File: config.mk
export PLATFORM = sky130hd
export DESIGN_NAME = serial_word_packer
export DESIGN_NICKNAME = d
export VERILOG_FILES = /design/src/rtl/serial_word_packer.sv
export SDC_FILE = /design/constraint.sdc
export NUM_CORES = 1
export LEC_CHECK = 0
export BUFFER_PORTS_ARGS = -buffer_cell sky130_fd_sc_hd__buf_2
export CAP_MARGIN = 20
export CELL_PAD_IN_SITES_DETAIL_PLACEMENT = 0
export CELL_PAD_IN_SITES_GLOBAL_PLACEMENT = 2
export CORE_UTILIZATION = 24
export DETAILED_ROUTE_END_ITERATION = 10
export GPL_TIMING_DRIVEN = 0
export PLACE_DENSITY = 0.64
export RECOVER_POWER = 50
export SETUP_SLACK_MARGIN = 0.1
export SYNTH_ARGS = -nofsm -noshare
export SYNTH_HDL_FRONTEND = slang
export SYNTH_SLANG_ARGS = --single-unit
File: constraint.sdc
create_clock -name clock -period 1.05 [get_ports clock]
set_clock_uncertainty 0.05 [all_clocks]
set_input_delay 0.21 -clock clock [delete_from_list [all_inputs] [get_ports clock]]
set_output_delay 0.21 -clock clock [all_outputs]
set_load 0.05 [all_outputs]
File: src/rtl/serial_word_packer.sv
// Framed serial-to-parallel packer: hunts for sync, packs M bits per word and
// presents each word through a one-entry valid/ready holding register.
module serial_word_packer #(
  parameter int M         = 2,
  parameter bit MSB_FIRST = 1'b1
) (
  input  logic         clock,
  input  logic         reset,
  input  logic         sin,
  input  logic         sin_valid,
  input  logic         sync,
  output logic [M-1:0] word_out,
  output logic         word_valid,
  input  logic         word_ready,
  output logic         misalign,
  output logic         overflow
);

  // state   | meaning
  // HUNT    | discarding bits until the first sync-qualified bit
  // COLLECT | framed; shifting bits into the current word
  typedef enum logic [0:0] {
    HUNT    = 1'b0,
    COLLECT = 1'b1
  } state_t;

  localparam int CW = $clog2(M + 1);

  // Framing state is held in three copies and read through a majority vote;
  // every copy reloads the voted next value, so a single upset heals in a clock.
  state_t        r_state [3];
  logic [CW-1:0] r_count [3];
  logic [M-1:0]  r_shift [3];

  state_t        w_state;
  state_t        w_state_nxt;
  logic [CW-1:0] w_count;
  logic [CW-1:0] w_count_nxt;
  logic [M-1:0]  w_shift;
  logic [M-1:0]  w_shift_nxt;
  logic [M-1:0]  w_shift_in;
  logic [M-1:0]  w_shift_fresh;
  logic          w_complete;
  logic          w_misalign;

  logic [M-1:0]  r_word_out;
  logic          r_word_valid;
  logic          r_misalign;
  logic          r_overflow;

  assign w_state = state_t'((r_state[0] & r_state[1]) |
                            (r_state[0] & r_state[2]) |
                            (r_state[1] & r_state[2]));
  assign w_count = (r_count[0] & r_count[1]) |
                   (r_count[0] & r_count[2]) |
                   (r_count[1] & r_count[2]);
  assign w_shift = (r_shift[0] & r_shift[1]) |
                   (r_shift[0] & r_shift[2]) |
                   (r_shift[1] & r_shift[2]);

  // Stale bits of the previous word are pushed out by the time count reaches M.
  generate
    if (MSB_FIRST) begin : g_msb_first
      assign w_shift_in    = {w_shift[M-2:0], sin};
      assign w_shift_fresh = {{(M-1){1'b0}}, sin};
    end else begin : g_lsb_first
      assign w_shift_in    = {sin, w_shift[M-1:1]};
      assign w_shift_fresh = {sin, {(M-1){1'b0}}};
    end
  endgenerate

  always_ff @(posedge clock) begin
    for (int i = 0; i < 3; i++) begin
      if (reset) begin
        r_state[i] <= HUNT;
        r_count[i] <= '0;
        r_shift[i] <= '0;
      end else begin
        r_state[i] <= w_state_nxt;
        r_count[i] <= w_count_nxt;
        r_shift[i] <= w_shift_nxt;
      end
    end
  end

  always_comb begin
    w_state_nxt = w_state;
    w_count_nxt = w_count;
    w_shift_nxt = w_shift;
    w_complete  = 1'b0;
    w_misalign  = 1'b0;
    case (w_state)
      HUNT: begin
        if (sin_valid && sync) begin
          w_shift_nxt = w_shift_fresh;
          w_count_nxt = CW'(1);
          w_state_nxt = COLLECT;
        end
      end
      COLLECT: begin
        if (sin_valid) begin
          if (sync && (w_count != '0)) begin
            w_shift_nxt = w_shift_fresh;
            w_count_nxt = CW'(1);
            w_misalign  = 1'b1;
          end else begin
            w_shift_nxt = w_shift_in;
            if (w_count == CW'(M - 1)) begin
              w_count_nxt = '0;
              w_complete  = 1'b1;
            end else begin
              w_count_nxt = w_count + CW'(1);
            end
          end
        end
      end
    endcase
  end

  // A consumer draining the held word in the completion cycle frees the slot.
  always_ff @(posedge clock) begin
    if (reset) begin
      r_word_out   <= '0;
      r_word_valid <= 1'b0;
      r_misalign   <= 1'b0;
      r_overflow   <= 1'b0;
    end else begin
      r_misalign <= w_misalign;
      if (w_complete) begin
        if (!r_word_valid || word_ready) begin
          r_word_out   <= w_shift_in;
          r_word_valid <= 1'b1;
        end else begin
          r_overflow <= 1'b1;
        end
      end else if (r_word_valid && word_ready) begin
        r_word_valid <= 1'b0;
      end
    end
  end

  assign word_out   = r_word_out;
  assign word_valid = r_word_valid;
  assign misalign   = r_misalign;
  assign overflow   = r_overflow;

endmodule

Yosys cells after proc, flatten, opt, wreduce, memory -nomap -nowiden
Memory sizes are Yosys's and may differ from the RTL's.
Cells that the tools add are included.
{"block": "totals", "register_bits": 5, "ram_bits": 15, "input_bits": 6, "output_inout_bits": 5, "elab_cells": 79, "n_memories": 3}
{"memory": "r_count", "words": 3, "width": 2, "rd": 3, "rd_clocked_by_memory_dff": 0, "write_ports": 3, "line": "32", "rtl": "logic [CW-1:0] r_count [3];"}
{"memory": "r_shift", "words": 3, "width": 2, "rd": 3, "rd_clocked_by_memory_dff": 0, "write_ports": 3, "line": "33", "rtl": "logic [M-1:0] r_shift [3];"}
{"memory": "r_state", "words": 3, "width": 1, "rd": 3, "rd_clocked_by_memory_dff": 0, "write_ports": 3, "line": "31", "rtl": "state_t r_state [3];"}
{"block": "op_classes", "add_sub_neg": 1, "n_eq_ne": 2, "n_mux": 31, "n_bitwise": 27, "n_reduce_logical": 11}
{"operator": "$mux 2", "count": 13}
{"operator": "$mux 1", "count": 16}
{"operator": "$and 2x2->2", "count": 6}
{"operator": "$or 1x1->1", "count": 11}
{"operator": "$or 2x2->2", "count": 4}
{"operator": "$pmux 2 s2", "count": 2}
{"operator": "$reduce_and 2->1", "count": 3}
{"operator": "$reduce_bool 2->1", "count": 2}
{"operator": "$and 1x1->1", "count": 3}
{"operator": "$logic_and 1x1->1", "count": 3}
{"operator": "$not 1->1", "count": 3}
{"operator": "$reduce_or 3->1", "count": 1}
{"operator": "$add 2x1->2 const B", "count": 1}
{"operator": "$eq 2x1->1 const B", "count": 1}
{"operator": "$ne 2x1->1 const B", "count": 1}
{"operator": "$logic_not 1->1", "count": 1}
{"operator": "$logic_or 1x1->1", "count": 1}

Longest topological paths before layout
An unclocked memory read counts as a cell.
{"block": "logic_depth", "ltp_word": 11, "ltp_mapped": 3, "depth_no_buf": 3}

Least setup slack after synthesis
No wires, ideal clock.
{"block": "synth_path", "path_kind": "register to register", "from": "register r_word_valid, in the netlist word_valid", "to": "register r_word_out[0], in the netlist word_out[0]", "setup_ns": 0.125, "t_arrival_ns": 1.066, "required_ns": 0.875, "setup_slack_ns": -0.191, "path_stages_with_launch": 4, "n_path_buf": 0, "synth_period_minus_slack_ns": 1.241, "cell_sequence": "dfxtp_1 nand2b_1 nor3b_2 mux2i_1"}
{"block": "synth_via", "elab_chain_len": 3}
{"element": "start, declared", "line": "47", "rtl": "logic r_word_valid;"}
{"element": "start signal, assigned", "line": "124", "rtl": "r_word_valid <= 1'b0;"}
{"element": "start signal, assigned", "line": "132", "rtl": "r_word_valid <= 1'b1;"}
{"element": "start signal, assigned", "line": "137", "rtl": "r_word_valid <= 1'b0;"}
{"element": "$logic_not 1->1", "line": "130", "rtl": "if (!r_word_valid || word_ready) begin"}
{"element": "$logic_or 1x1->1", "line": "130"}
{"element": "$reduce_and 2->1 (no line)"}
{"element": "end signal, assigned", "line": "131", "rtl": "r_word_out <= w_shift_in;"}
{"element": "end, declared", "line": "46", "rtl": "logic [M-1:0] r_word_out;"}
Every way passes these cells.
A chain may end at the register's enable or synchronous reset.

==> results.toml <==
[sta]
hold_viol = 0
layout_min_cycle_time_ns = 1.174
setup_violations = 5
tightestPinTransition_ns = 0.4191
setup_tns_ns = -0.3653
drv_slew = 0
fmax_mhz = 851.4
rsz0062_at_grt = "yes"
finalCritPeriodShare_pct = 111.9
hold_ws_ns = 0.1523
relSlewSlack_pct = 72.06
post-route-worst-setup-slack_ns = -0.1245

[critical_path]
cp.buffers_inverters = 0
worstPathCellList = "nand4b_1, or2_1, o31ai_2"
cp_max_fo = 3
timing.rr.end = "overflow"
crit_type = "reg2reg"
worstPathArrival_ns = 1.29
crit_path_top_delay_cell = "dfxtp_2"
reg2reg_from = "r_count[1][0]"
crit_path_max_incr_delay_ns = 0.33
start_kind = "flop"
end_kind = "flop"
r2r_setup_slack_ns = -0.12
reg2reg_depth = 3
path_delay_family = "simple AND/OR/NAND/NOR gates"
required_ns = 1.16

[grt]
grt_pass1_wl_um = 1221
grt_pass1_vias = 315
grt_use_total_pct = 12.00
grt_max_degree = 11
overflow = 0
antenna_found_initial = 0

[place]
io_buffers = 10
hpwl_um = 546.6
dpl_worst_slack_ns = -0.2195
place_congestion = 0.6376

[floorplanning]
io_pins = 11
initial_utilization_pct = 27.11
die_h_um = 41.28
rows = 13
core_um2 = 1366
dieWidth_um = 41.28
die_area_um2 = 1704

[synth]
syn_avg_cell_area_um2 = 10.29
yosysSeqAreaShare_pct = 48.65
synth_cells = 36
synth.distinct_cells = 12
synth_warnings = 0
ys_ff_latch = 9
synth_nets = 42
synth_area_um2 = 370.4

[routing]
dr.pass1.iters = 2
drt-total-wl_um = 796
routed_via_density = 4.721
wl_per_cell_um = 11.71
dr_total_vias = 321
ant_nets = 0
drcViolationCount = 0
first_iter_violations = 1

[finish]
final_net_count = 60
final_common_cell = "nand2b_1"
final_cell_mix = "6 x nand2b_1, 5 x buf_2, 5 x dfxtp_2, 4 x nor2_1, 4 x buf_8"
n_antenna_cell = 0
drive_above_1_share_pct = 52.83
syn_to_final_growth_pct = 53.38
multi_input_comb_area_um2 = 214.0
utilization_pct = 41.58
regArea_um2 = 190.2
fillers = 153

[power_and_ir_drop]
powerDensity_nw_per_um2 = 1209
ir_drop_mv = 0.8579
p_leak_nw = 0.2200

[cts]
cts_buffers = 3
root_buffer = "clkbuf_4"
htree_levels = 1
insertion_delay_ns = 0.25
cts_sinks = 9
path_clk_slew_ns = 0.06
tritoncts = "built"
clockBufferDepth = 2

[run_status]
violations = "negative setup slack"
outcome = "finished, violations left"

[run]
drv_cap = 0

[worst_hold_path]
hold_class = "in2reg"
hold_start = "sin_valid"
worstHoldPathCells = 2
min_to = "r_count[1][1]"
-- Yosys cell counts --
master / count / area share [%]
nand4b_1: 2 / 4.7
clkbuf_1: 1 / 1.0
nor3b_2: 2 / 6.8
o31ai_2: 1 / 3.4
nor2_1: 5 / 5.1
mux2i_1: 3 / 8.1
nand2b_1: 7 / 12
a21o_2: 1 / 2.4
or2_1: 1 / 1.7
o21a_2: 1 / 2.4
a21oi_1: 3 / 4.1
dfxtp_1: 9 / 49
-- worst reg2reg max path: cells and delay by family, from the launching register on --
| kind | cells | cell delay [ns] |
|---|---|---|
| AOI/OAI and AO/OA | 1 | 0.21 |
| DFF | 1 | 0.33 |
| and+or+nand+nor | 2 | 0.50 |
-- metrics by stage --
step | total power, W | std cells | instance area (um2)
finish | 0.0006870 | 68 | 568.0
floorplan | 0.0003991 | 36 | 390.4
global route | 0.0007265 | 68 | 568.0
global placement | 0.0004175 | 61 | 459.2
CTS | 0.0006956 | 67 | 559.3
detailed placement | 0.0004199 | 61 | 459.2
-- cells by family (layout without fill, tap and decap cells) --
group,Yosys count,in the layout,synth area share [%]
AO/OA/AOI/OAI,6,6,12.16
buffers and inverters,1,18,1.013
flip-flops,9,9,48.65
AND/OR/NAND/NOR,17,17,30.07
multiplexers,3,3,8.108
-- cell type report --
class                           count  share of cell area [%]
Sequential cell                     9                   33.48
Multi-Input combinational cell     26                   37.67
Tap cell                           15                   3.304
Clock buffer                        4                   4.626
Buffer                              1                  0.6608
Timing Repair Buffer               13                   20.26
-- power by group --
| group | internal (W) | switching (W) | leakage [nW] |
|---|---|---|---|
| clock network | 0.000146 | 0.000111 | 0.0150 |
| registers | 0.000349 | 0.00000498 | 0.0761 |
| logic | 0.0000393 | 0.0000372 | 0.129 |
-- state kept, by name, summed over array words and instances (netlist names) --
register and count:
misalign 1, r_count 2, r_state 1, word_out 2, word_valid 1, overflow 1
r_shift 1
-- layer usage --
layer / share of wire [%] / vias to the layer above / routed length, um / global-route usage, %
li1: - / 159 / - / -
met1: 39 / 152 / 312 / 8.974
met2: 54 / 10 / 432 / 22.27
met3: 6.5 / 0 / 52 / 9.239
met4: 0 / 0 / 0 / 4.839
met5: 0 / - / 0 / 0
-- worst max path at each step --
stage                  startpoint  cells past startpoint           to
floorplan              r_state[1]                      3     overflow
global placement             sync                      4  word_out[0]
detailed placement           sync                      4     overflow
CTS                    r_state[1]                      3     overflow
global route        r_count[1][0]                      3     overflow
finish              r_count[1][0]                      3     overflow
-- what timing repair did --
item                                    in CTS  in global routing
gates resized for setup                     19                  1
hold buffers                                 0                  0
endpoints found under the setup margin       9                 11
buffers inserted                             2                  1
pin swaps                                    4                  5
Note: power is estimated with default switching activity, not from simulation.
